File: config.mk
export PLATFORM = sky130hd
export DESIGN_NAME = ibar_writeback
export DESIGN_NICKNAME = d
export VERILOG_FILES = /design/src/rtl/ibar_writeback.sv
export SDC_FILE = /design/constraint.sdc
export NUM_CORES = 1
export LEC_CHECK = 0
export CORE_MARGIN = 2
export CORE_UTILIZATION = 40
export CTS_BUF_LIST = sky130_fd_sc_hd__clkbuf_16
export CTS_CLUSTER_SIZE = 24
export DETAILED_ROUTE_END_ITERATION = 7
export MAX_ROUTING_LAYER = met4
export PLACE_DENSITY_LB_ADDON = 0.08
export SETUP_SLACK_MARGIN = 0.5
export SLEW_MARGIN = 5
export SYNTH_ARGS = -nofsm -noshare
export SYNTH_HDL_FRONTEND = slang
export SYNTH_SLANG_ARGS = --single-unit
File: constraint.sdc
create_clock -name clk -period 1.9 [get_ports clk]
set_clock_uncertainty 0.05 [all_clocks]
set_input_delay 0.285 -clock clk [delete_from_list [all_inputs] [get_ports clk]]
set_output_delay 0.285 -clock clk [all_outputs]
set_load 0.03 [all_outputs]
File: src/rtl/ibar_writeback.sv
// Dirty-line writeback engine: reads up to two dirty ways of one cache index and
// writes each 128-bit line out as an AXI-style AW/W/B burst. Optional IBAR_WB_PERF_EN adds wb_count.
module ibar_writeback #(
    parameter int TAG_W = 22,
    parameter int BEATS = 4
) (
    input  logic                  clk,
    input  logic                  rstn,
    input  logic                  ibar_valid,
    input  logic [5:0]            dirty_addr,
    input  logic                  way0,
    input  logic                  way1,
    output logic                  ibar_ready,
    output logic                  rd_en,
    output logic [5:0]            rd_index,
    output logic                  rd_way,
    input  logic [TAG_W-1:0]      rd_tag,
    input  logic [32*BEATS-1:0]   rd_data,
    output logic                  aw_valid,
    output logic [31:0]           aw_addr,
    input  logic                  aw_ready,
    output logic                  w_valid,
    output logic [31:0]           w_data,
    output logic                  w_last,
    input  logic                  w_ready,
    input  logic                  b_valid,
    output logic                  b_ready,
    output logic                  busy,
    output logic [2:0]            fsm_state
`ifdef IBAR_WB_PERF_EN
    ,
    output logic [15:0]           wb_count
`endif
);

    localparam int CNT_W = (BEATS > 1) ? $clog2(BEATS) : 1;
    localparam logic [CNT_W-1:0] LAST_BEAT = CNT_W'(BEATS - 1);

    typedef enum logic [2:0] {
        IDLE  = 3'd0,
        READ  = 3'd1,
        LATCH = 3'd2,
        ADDR  = 3'd3,
        DATA  = 3'd4,
        RESP  = 3'd5,
        NEXT  = 3'd6,
        ACK   = 3'd7
    } state_t;

    // Handshakes: a transfer happens on a rising edge where valid and ready are both
    // high; valid and its payload are driven purely from registered state, so they hold until accepted.
    state_t                     state_q, state_d;
    logic [5:0]                 idx_q, idx_d;
    logic [1:0]                 pend_q, pend_d;
    logic                       way_q, way_d;
    logic [TAG_W-1:0]           tag_q, tag_d;
    logic [BEATS-1:0][31:0]     line_q, line_d;
    logic [CNT_W-1:0]           cnt_q, cnt_d;
    logic                       skip_q, skip_d;

    always_ff @(posedge clk or negedge rstn) begin
        if (!rstn) begin
            state_q <= IDLE;
            idx_q   <= '0;
            pend_q  <= '0;
            way_q   <= 1'b0;
            tag_q   <= '0;
            line_q  <= '0;
            cnt_q   <= '0;
            skip_q  <= 1'b0;
        end else begin
            state_q <= state_d;
            idx_q   <= idx_d;
            pend_q  <= pend_d;
            way_q   <= way_d;
            tag_q   <= tag_d;
            line_q  <= line_d;
            cnt_q   <= cnt_d;
            skip_q  <= skip_d;
        end
    end

    always_comb begin
        state_d    = state_q;
        idx_d      = idx_q;
        pend_d     = pend_q;
        way_d      = way_q;
        tag_d      = tag_q;
        line_d     = line_q;
        cnt_d      = cnt_q;
        skip_d     = 1'b0;
        ibar_ready = 1'b0;
        rd_en      = 1'b0;
        rd_way     = 1'b0;
        aw_valid   = 1'b0;
        w_valid    = 1'b0;
        w_last     = 1'b0;
        b_ready    = 1'b0;
        case (state_q)
            IDLE: begin
                // skip_q masks the still-held request during the cycle right after ACK
                if (ibar_valid && !skip_q) begin
                    idx_d   = dirty_addr;
                    pend_d  = {way1, way0};
                    state_d = (way0 || way1) ? READ : ACK;
                end
            end
            READ: begin
                rd_en   = 1'b1;
                rd_way  = ~pend_q[0];
                way_d   = ~pend_q[0];
                state_d = LATCH;
            end
            LATCH: begin
                tag_d         = rd_tag;
                line_d        = rd_data;
                pend_d[way_q] = 1'b0;
                cnt_d         = '0;
                state_d       = ADDR;
            end
            ADDR: begin
                aw_valid = 1'b1;
                if (aw_ready) state_d = DATA;
            end
            DATA: begin
                w_valid = 1'b1;
                w_last  = (cnt_q == LAST_BEAT);
                if (w_ready) begin
                    if (cnt_q == LAST_BEAT) begin
                        cnt_d   = '0;
                        state_d = RESP;
                    end else begin
                        cnt_d = cnt_q + 1'b1;
                    end
                end
            end
            RESP: begin
                b_ready = 1'b1;
                if (b_valid) state_d = NEXT;
            end
            NEXT: begin
                state_d = (pend_q != 2'b00) ? READ : ACK;
            end
            ACK: begin
                ibar_ready = 1'b1;
                skip_d     = 1'b1;
                state_d    = IDLE;
            end
            default: state_d = IDLE;
        endcase
    end

    assign rd_index  = idx_q;
    assign aw_addr   = 32'({tag_q, idx_q, 4'b0000});
    assign w_data    = line_q[cnt_q];
    assign busy      = (state_q != IDLE);
    assign fsm_state = state_q;

`ifdef IBAR_WB_PERF_EN
    logic [15:0] wb_count_q;

    always_ff @(posedge clk or negedge rstn) begin
        if (!rstn) begin
            wb_count_q <= '0;
        end else if (state_q == RESP && b_valid && wb_count_q != 16'hFFFF) begin
            wb_count_q <= wb_count_q + 16'd1;
        end
    end

    assign wb_count = wb_count_q;
`endif

endmodule

== After elaboration in Yosys (flattened, before gate mapping) ==
Index checks and enable logic that the tools add are counted.
Operators by class
  bitwise logic cells: 3
  magnitude comparators: 3
  multiplexer cells: 24
  $add $sub $neg: 1
  reductions and logical operators: 13
  equality and inequality tests: 13
Operator list (number)
  $bmux 32 s2: 1
  $mux 32: 1
  $pmux 3 s8: 1
  $mux 3: 7
  $eq 3x3->1 const B: 4
  $ne 2x2->1 const B: 5
  $mux 1: 8
  $pmux 2 s2: 2
  $eq 3x2->1 const B: 2
  $mux 2: 3
  $reduce_and 2->1: 3
  $reduce_bool 2->1: 3
  $reduce_and 5->1: 1
  $eq 3x1->1 const B: 1
  $logic_not 3->1: 1
  $lt 2x3->1 const B: 1
  $reduce_bool 3->1: 1
  $add 2x1->2 const B: 1
  $and 2x2->2: 1
  $eq 2x2->1 const B: 1
  $logic_and 1x1->1: 2
  $lt 1x2->1 const B: 1
  $not 2->2: 1
  $demux 1 s1: 1
  4 further kinds: 4
Word-level totals
  input bits: 164
  flip-flop bits (word level): 165

== Longest topological paths before layout ==
  depth after elaboration: 7
  mapped depth: 7

== Worst setup path after synthesis ==
No wires, ideal clock.
  path type: reg2out
  start: register state_q[2] (netlist: fsm_state[2])
  end: output w_last
  arrival: 1.588 ns
  path buffers: 1
  path slack: -0.023 ns
  cell stages (with the launch flop): 4
  data required time: 1.565 ns
  cells stage by stage: dfrtp_1 buf_4 nor3b_4 and2_1
Between the ends
  cells in the longest elaborated chain, start to end: 2
Ends and longest elaborated chain
  start: declaration: line 52  | state_t state_q, state_d;
  start signal: assignment: line 72  | state_q <= state_d;
  $eq 3x3->1: line 99  | case (state_q)
  $mux 1: line 99
  end: declaration: line 24  | output logic w_last,
No other way between the ends.

== Worst setup path after layout ==
  start: register cnt_q[0]
  end: output w_data[17]
Between the ends
  cells in the longest elaborated chain, start to end: 2
Ends and longest elaborated chain
  start: declaration: line 58  | logic [CNT_W-1:0] cnt_q, cnt_d;
  start signal: assignment: line 78  | cnt_q <= cnt_d;
  $bmux 32 s2: line 155  | assign w_data = line_q[cnt_q];
  $mux 32 (implied by the code): line 155
  end: declaration: line 23  | output logic [31:0] w_data,
No other way between the ends. The select of a mux whose other input is x is not followed.

==> flow_summary.ini <==
[run_status]
status = finished with violations
violations = setup timing

[critical_path]
r2r_start = fsm_state[1]
end_kind = primary output
reg2reg_setup_slack_ns = 0.11
crit_family = multiplexers
path_max_fanout = 6
ff2ff_path_depth = 10
required_ns = 1.56
criticalPathCategory = reg -> out
slowest_delay_ns = 0.52
crit_path_cell_trace = buf_12 > clkbuf_16 > mux4_2 > buf_6
worst_path_max_delay_cell = mux4_2
critPathBufInv = 3
start_kind = flop
arrival_ns = 1.79
timing.rr.end = line_q[86]

[worst_hold_path]
hold_class = in -> async

[drt]
totalWireLength_um = 27900
avgViaCountPerCell = 5.10
vias = 6856
drt_iter0_drc = 286
ant_nets = 0
drc = 0
drt_pass1_iterations = 4
wl_per_cell_um = 20.8

[floorplan]
dieArea_um2 = 19300
io_pins = 245
start_util_pct = 40.6
rows = 49
core_um2 = 17900
die_w_um = 139
die_y_um = 139

[clock_tree]
cts_root_buffer = clkbuf_16
cts_tree = done
cts_buffer_depth = 2
cts_max_level = 4
cts_sinks = 165
cts_made_buffers = 17
insertion_delay_ns = 0.43
cts.clk_slew.worst_paths_ns = 0.07

[sta]
tns_ns = -6.33
worstMarginPinSlew_ns = 0.526
fin_crit_ns = 2.13
fin_ws_ns = -0.226
maxClockFrequency_mhz = 470
finalSetupViolations = 33
timing.final.hold_violations = 0
rsz0062_at_grt = true
relSlewSlack_pct = 64.9
fin_crit_sh_pct = 112
drv_slew = 0

[grt]
use_met2_pct = 42.9
antenna_found_initial = 0
grt_busiest_layer = met2
met3_usage_pct = 7.25
grt_pass1_vias = 6938
grt_pass1_wl_um = 39000
grt_max_degree = 45
grt_usage_pct = 27.2
met1_usage_pct = 34.2
grt_overflow = 0

[synth]
netlist_instances = 759
synth_warnings = 0
syn_area_um2 = 7270
synth.distinct_cells = 36
avgSynthCellArea_um2 = 9.58
synth_top_cell_area_share_pct = 56.8
synth_area_leaders = dfrtp_1 (57%), nand2_1 (24%), mux4_2 (9.9%)
seq_area_frac_synth_pct = 56.8
yosysTopAreaCell = dfrtp_1
ys_seq_elements = 165

[place]
port_buffers = 240
place_area_um2 = 9990
dpl.hpwl_um = 12700
gp_congestion = 0.763

[cells_and_area]
area_growth_syn_to_layout_pct = 92.4
finalInstanceArea_um2 = 14000
num_antenna_cells = 0
layout_common_cells = nand2_2 (194), clkdlybuf4s50_1 (162), dfrtp_1 (160)
drive_gt1_share_pct = 55.4
final_util_pct = 78.2
layout.nets = 1266
final_common_cell = nand2_2

[power]
leakagePower_uw = 0.00696
vdd_drop_max_v = 0.00108
power.density_nw_per_um2 = 1790

[run]
max_cap_violations = 0
## cell usage after synthesis
library cell and n:
a22o_1 1, nand3_1 4, nand2b_1 3, or4_1 1, buf_2 24, o31ai_1 1, a32oi_1 1, o21bai_1 1
dfrtp_1 165, conb_1 1, a31oi_1 1, inv_1 2, nor3_1 2, nor3b_4 1, and2_1 1, inv_2 1
nor3_2 1, mux4_2 32, a21oi_1 3, a2bb2oi_1 1, clkbuf_1 4, ha_1 1, nor2_8 1, a21oi_2 1
mux2_2 6, nor2_1 6, o32a_1 1, o21ai_0 2, mux2i_1 1, nor3b_1 1, buf_4 24, a41oi_1 1
buf_6 2, o311a_1 1, o21ai_1 1, nand2_1 459
## worst max-delay path by stage
stage                 startpoint         end  cells after the start
floorplan           fsm_state[2]      w_last                      3
global placement        cnt_q[0]  w_data[27]                      3
detailed placement      cnt_q[0]  w_data[29]                      3
CTS                     cnt_q[0]  w_data[30]                      3
global route            cnt_q[0]  w_data[21]                      4
finish                  cnt_q[0]  w_data[17]                      4
## registers in the layout, indices dropped and copies added, names as in the netlist
name,count
cnt_q,2
fsm_state,3
line_q,128
pend_q,2
rd_index,6
skip_q,1
tag_q,22
way_q,1
## per-stage QoR
step	total power [uW]	cells	hold WS (ns)	worst slack, ns
final	25100	1343	0.300	-0.226
after global routing	26300	1343	0.333	-0.269
after CTS	22400	1316	0.312	-0.227
after detailed placement	15700	1202	0.198	-0.171
after global placement	15500	1202	0.197	-0.157
after floorplan	12400	762	-0.0606	0.203
## power by group
group / internal (uW) / leakage (uW) / total [uW] / switching (uW)
clock network: 1710 / 0.000263 / 3300 / 1590
registers: 5290 / 0.00201 / 6640 / 1350
logic: 7590 / 0.00469 / 15200 / 7560
total: 14600 / 0.00696 / 25100 / 10500
## layout make-up
cell class,count,area [um2]
timing repair buffer,373,4700
multi-input combinational,541,4320
sequential,165,4140
fill,1113,3910
clock buffer,17,425
tap,229,287
clock inverter,15,120
inverter,3,13.8
## kinds of logic (layout without fill, tap and decap cells)
| group | Yosys count | after routing | synth area share, % |
|---|---|---|---|
| fa+ha+maj | 1 | 1 | 0.172 |
| other cells | 1 | 4 | 0.0516 |
| flops | 165 | 165 | 56.8 |
| simple gates | 480 | 481 | 25.6 |
| mux | 39 | 39 | 11.0 |
| compound gates | 16 | 16 | 1.58 |
| buf+inv | 57 | 408 | 4.80 |
## metal layers
layer | wire [um] | up-vias
met5 | 0 | -
met4 | 966 | 0
met3 | 1730 | 67
met2 | 14400 | 270
met1 | 10800 | 3409
li1 | - | 3110
## repair_timing
item	in CTS	in global routing
endpoints found under the setup margin	240	207
gates resized for setup	616	345
hold endpoints to repair	38	0
pin swaps	194	238
cloned	33	10
hold buffers	1	0
setup buffers	48	17
Note: power is estimated with default switching activity, not from simulation.
